## src/rtl/pq_rr_arb_if.sv

```systemverilog
// Request/grant bundle between per-requester queues and the round-robin arbiter.
// The master side drives requests and downstream ready; the slave (arbiter) drives the grant.
interface pq_rr_arb_if #(
    parameter int unsigned WIDTH = 8,
    parameter int unsigned IDX_W = $clog2(WIDTH)
);
    logic [WIDTH-1:0] req_vec;
    logic [WIDTH-1:0] req_last_vec;
    logic             ready;
    logic             ack_valid;
    logic [WIDTH-1:0] ack_one_hot;
    logic [IDX_W-1:0] ack_index;
    logic             locked;

    modport master (
        output req_vec,
        output req_last_vec,
        output ready,
        input  ack_valid,
        input  ack_one_hot,
        input  ack_index,
        input  locked
    );

    modport slave (
        input  req_vec,
        input  req_last_vec,
        input  ready,
        output ack_valid,
        output ack_one_hot,
        output ack_index,
        output locked
    );
endinterface

```

## src/rtl/pq_rr_arb.sv

```systemverilog
// Round-robin arbiter with transaction locking: zero-latency grant from a masked/unmasked
// find-first-set pair, held across multi-beat transactions until the last beat transfers.
module pq_rr_arb #(
    parameter int unsigned WIDTH = 8,
    parameter int unsigned IDX_W = $clog2(WIDTH)
) (
    input logic        CLK,
    input logic        RST,
    pq_rr_arb_if.slave bus
);

    typedef enum logic [0:0] {StIdle, StLocked} state_e;

    localparam logic [WIDTH-1:0] One = {{(WIDTH-1){1'b0}}, 1'b1};

    state_e           state_q, state_d;
    logic [WIDTH-1:0] prio_mask_q, prio_mask_d;
    logic [WIDTH-1:0] lock_q, lock_d;

    logic [WIDTH-1:0] req;
    logic [WIDTH-1:0] masked_req;
    logic [WIDTH-1:0] masked_lsb;
    logic [WIDTH-1:0] plain_lsb;
    logic [WIDTH-1:0] win;
    logic [IDX_W-1:0] win_idx;
    logic             win_valid;
    logic             xfer;
    logic             win_last;
    logic             lock_held;
    logic [WIDTH-1:0] above_win;
    logic [WIDTH-1:0] above_lock;

    assign req        = bus.req_vec;
    assign masked_req = req & prio_mask_q;

    // x & -x isolates the lowest set bit.
    assign masked_lsb = masked_req & (~masked_req + One);
    assign plain_lsb  = req & (~req + One);

    assign lock_held  = |(req & lock_q);

    always_comb begin
        win = '0;
        unique case (state_q)
            StIdle:   win = (|masked_req) ? masked_lsb : plain_lsb;
            StLocked: win = lock_held ? lock_q : '0;
            default:  win = '0;
        endcase
    end

    always_comb begin
        win_idx = '0;
        for (int i = 0; i < WIDTH; i++) begin
            if (win[i]) begin
                win_idx = IDX_W'(i);
            end
        end
    end

    assign win_valid = |win;
    assign xfer      = win_valid & bus.ready;
    assign win_last  = |(win & bus.req_last_vec);

    // Thermometer of bits strictly above a one-hot vector; all zeros at the top index.
    assign above_win  = ~(win | (win - One));
    assign above_lock = ~(lock_q | (lock_q - One));

    always_comb begin
        state_d     = state_q;
        prio_mask_d = prio_mask_q;
        lock_d      = lock_q;
        unique case (state_q)
            StIdle: begin
                if (xfer) begin
                    if (win_last) begin
                        prio_mask_d = above_win;
                    end else begin
                        state_d = StLocked;
                        lock_d  = win;
                    end
                end
            end
            StLocked: begin
                // Last beat and abort both release the lock and rotate past the holder.
                if ((xfer && win_last) || !lock_held) begin
                    state_d     = StIdle;
                    prio_mask_d = above_lock;
                    lock_d      = '0;
                end
            end
            default: begin
                state_d     = StIdle;
                prio_mask_d = '1;
                lock_d      = '0;
            end
        endcase
    end

    always_ff @(posedge CLK) begin
        if (RST) begin
            state_q     <= StIdle;
            prio_mask_q <= '1;
            lock_q      <= '0;
        end else begin
            state_q     <= state_d;
            prio_mask_q <= prio_mask_d;
            lock_q      <= lock_d;
        end
    end

    assign bus.ack_valid   = win_valid;
    assign bus.ack_one_hot = win;
    assign bus.ack_index   = win_idx;
    assign bus.locked      = (state_q == StLocked);

endmodule

```

## src/flat_wrapper.sv

```systemverilog
// flat-port wrapper written by rule: the top's interface ports become plain ports
module pq_rr_arb_flat 
#(
    parameter int unsigned WIDTH = 8,
    parameter int unsigned IDX_W = $clog2(WIDTH)
)
  (CLK, RST, bus_req_vec, bus_req_last_vec, bus_ready, bus_ack_valid, bus_ack_one_hot, bus_ack_index, bus_locked);
  pq_rr_arb_if #(.WIDTH(WIDTH), .IDX_W(IDX_W)) bus_i ();
  input logic CLK;
  input logic RST;
  input wire logic [$bits(bus_i.req_vec)-1:0] bus_req_vec;
  input wire logic [$bits(bus_i.req_last_vec)-1:0] bus_req_last_vec;
  input wire logic [$bits(bus_i.ready)-1:0] bus_ready;
  output wire logic [$bits(bus_i.ack_valid)-1:0] bus_ack_valid;
  output wire logic [$bits(bus_i.ack_one_hot)-1:0] bus_ack_one_hot;
  output wire logic [$bits(bus_i.ack_index)-1:0] bus_ack_index;
  output wire logic [$bits(bus_i.locked)-1:0] bus_locked;
  assign bus_i.req_vec = bus_req_vec;
  assign bus_i.req_last_vec = bus_req_last_vec;
  assign bus_i.ready = bus_ready;
  assign bus_ack_valid = bus_i.ack_valid;
  assign bus_ack_one_hot = bus_i.ack_one_hot;
  assign bus_ack_index = bus_i.ack_index;
  assign bus_locked = bus_i.locked;
  pq_rr_arb #(.WIDTH(WIDTH), .IDX_W(IDX_W)) u_core (.CLK(CLK), .RST(RST), .bus(bus_i));
endmodule
```

## config.mk

```make
export PLATFORM = sky130hd
export DESIGN_NAME = pq_rr_arb_flat
export DESIGN_NICKNAME = d
export VERILOG_FILES = /design/src/rtl/pq_rr_arb_if.sv /design/src/rtl/pq_rr_arb.sv /design/src/flat_wrapper.sv
export SDC_FILE = /design/constraint.sdc
export NUM_CORES = 1
export LEC_CHECK = 0
export BUFFER_PORTS_ARGS = -buffer_cell sky130_fd_sc_hd__buf_4
export CAP_MARGIN = 20
export CELL_PAD_IN_SITES_DETAIL_PLACEMENT = 0
export CELL_PAD_IN_SITES_GLOBAL_PLACEMENT = 1
export CORE_MARGIN = 10
export CORE_UTILIZATION = 35
export DETAILED_ROUTE_END_ITERATION = 10
export PLACE_DENSITY_LB_ADDON = 0.2
export SETUP_SLACK_MARGIN = 0.15
export SYNTH_ARGS = -nofsm -noshare
export SYNTH_HDL_FRONTEND = slang
export SYNTH_SLANG_ARGS = --single-unit
export TNS_END_PERCENT = 5
```

## constraint.sdc

```tcl
create_clock -name CLK -period 3.16 [get_ports CLK]
set_input_delay 0 -clock CLK [delete_from_list [all_inputs] [get_ports CLK]]
set_output_delay 0 -clock CLK [all_outputs]
set_load 0.1 [all_outputs]
```

==> flow_summary.json <==
{
  "htreeDepth": 1,
  "finalCritPeriodShare_pct": 90.33,
  "viasPerCell": 6.436,
  "drtPass1Iterations": 5,
  "cts.sinks": 17,
  "hold_violations": 0,
  "drtIter0Drc": 187,
  "fill_cells": 431,
  "synth_warnings": 0,
  "synth_ff_type": "dfxtp_1",
  "place_area_um2": 1924,
  "synth-edff-count": 0,
  "critPathCaptureType": "register",
  "clk_path_buf_depth": 2,
  "synth-seq-cells": 17,
  "fin_skew_ns": 0.002081,
  "insertion_delay_ns": 0.25,
  "grt_usage_pct": 15.43,
  "fin_util_pct": 46.47,
  "hold_class": "in2reg",
  "start_kind": "register",
  "clk_pin_slew_ns": 0.07,
  "num_vias": 1802,
  "rsz0062_at_grt": "false",
  "core-area_um2": 4294,
  "total_leakage_power_nw": 0.7947,
  "setup_tns_ns": 0,
  "synthTopCellsByArea": "dfxtp_1, nand2_1, mux2i_1",
  "reg2reg_from": "u_core.prio_mask_q[5]$_SDFFE_PP1P_",
  "post_cts_buffers": 0,
  "io_pins": 32,
  "min-delay-start": "RST",
  "yosysSeqAreaShare_pct": 22.10,
  "route.detailed.drc": 0,
  "die_y_um": 86.34,
  "drtAntennaViolNets": 0,
  "root_buffer": "clkbuf_8",
  "drive_above_1_share_pct": 34.21,
  "path_buf_inv": 1,
  "cts_tree": "yes",
  "syn_avg_cell_area_um2": 8.149,
  "cts_inserted_buffers": 3,
  "synth_cell_types": 60,
  "async_reset_ff_share_pct": 0,
  "synth_top_cell_by_area": "dfxtp_1",
  "hpwl_um": 4596,
  "worst_slew_pin_slew_ns": 0.5417,
  "antenna_found_initial": 0,
  "finalNetCount": 248,
  "cp.required_ns": 3.36,
  "slew_headroom_pct": 63.72,
  "status": "complete, no violations",
  "postSynthCellCount": 189,
  "crit_type": "reg2reg",
  "slowest_stage": "a2111oi_4",
  "dieWidth_um": 86.34,
  "portBuffers": 31,
  "start_util_pct": 35.87,
  "cp_max_fo": 8,
  "diodes": 0,
  "crit_start": "u_core.prio_mask_q[5]$_SDFFE_PP1P_",
  "crit_family": "compound AO/OA/AOI/OAI gates",
  "wire_per_inst_um": 20.60,
  "synth_top_area_share_pct": 22.10,
  "grt_pass1_vias": 1746,
  "power.density_nw_per_um2": 519.2,
  "wl_um": 5767,
  "setup_viol": 0,
  "drv_slew": 0,
  "fin_crit_ns": 2.855,
  "num_rows": 24,
  "syn_nets": 208,
  "die_area_um2": 7454,
  "place_congestion": 0.9999,
  "fmax_ghz": 0.3503,
  "critPathMaxStageDelay_ns": 0.45,
  "peakVddDrop_v": 0.0002266,
  "maxCapViolations": 0,
  "grt_pass1_wl_um": 9363,
  "crit_path_cell_trace": "a222oi_1 > buf_4 > o211ai_1 > and3_4 > a2111oi_4 > nand4_4 > o311a_4 > a211oi_4 > a22o_1",
  "syn_area_um2": 1540,
  "grt_overflow": 0,
  "area_growth_pct": 29.57,
  "post-route-cell-area_um2": 1996,
  "grt_start_max_net_pins": 14,
  "cp.arrival_ns": 3.05
}
## repair_timing
action / CTS / global route
hold buffers: 0 / 0
gates resized for setup: 0 / 5
setup endpoints to repair: 0 / 14
## cells in the mapped netlist, types with 4 or more instances
cell type,count
nand2_1,30
dfxtp_1,17
nor2_1,13
inv_1,7
nor3_1,7
a22oi_1,6
mux2i_1,5
nand3_1,5
a21oi_1,4
a31oi_1,4
nand4b_1,4
o2bb2ai_1,4
o32ai_1,4
## power by group
group          switching, mW  total (mW)  internal, mW  leakage (nW)
Clock                 0.0788       0.166        0.0876        0.0255
Sequential            0.0310       0.270         0.239         0.139
Combinational          0.403       0.600         0.197         0.630
## layout make-up
type,instances,area (um2),area share (%)
multi-input cells,156,1190,59.62
flip-flops and latches,17,341.6,17.12
repair buffers,43,322.8,16.18
well taps,52,65.06,3.260
clock buffers,3,41.29,2.069
inverters,8,30.03,1.505
clock inverters,1,5.005,0.2508
## registers in the layout, summed over array words and instances (netlist names)
name                flops
u_core.bus.locked       1
u_core.lock_q           8
u_core.prio_mask_q      8
## cells in the final DEF (no fill, tap or decap), types with 5 or more instances in the layout
master and instances:
buf_4 43, nand2_1 29, dfxtp_1 16, nor2_1 13, inv_1 7, nor3_1 7
nand3_1 5, mux2i_1 5
## logic make-up (layout without fill, tap and decap cells)
group,count (synthesis),in the layout,synth area share [%]
multiplexers,5,5,3.250
buffers and inverters,16,55,6.743
AO/OA/AOI/OAI,64,64,35.83
flip-flops,17,17,22.10
AND/OR/NAND/NOR,87,87,32.09
## through the flow
stage,worst slack [ns],power (mW),hold WS [ns],std cells
floorplan,-0.2155,0.7013,0.09436,189
CTS,0.1902,1.029,0.009978,280
global placement,0.1917,0.8600,0.2798,276
detailed placement,0.2215,0.8607,0.2771,276
finish,0.3055,1.036,0.01395,280
global route,0.1640,1.091,0.01107,280
## worst paths after layout
check / end / slack (ns) / depth (start not counted)
max: u_core.lock_q[1]$_SDFFE_PP0P_ / 0.31 / 9
min: u_core.prio_mask_q[1]$_SDFFE_PP1P_ / 0.01 / 2
max reg2reg: u_core.lock_q[1]$_SDFFE_PP0P_ / 0.31 / 9
min reg2reg: u_core.prio_mask_q[0]$_SDFFE_PP1P_ / 0.50 / 2
## per-layer routing
layer  wire [um]  track usage, %  share of wire, %  vias to the layer above
met5           0               0                 0                        -
met2        2561           23.22                44                      111
met3         494           3.565               8.6                       17
li1            -               -                 -                      828
met1        2552           20.54                44                      846
met4         159           6.333               2.8                        0
Note: power is estimated with default switching activity, not from simulation.
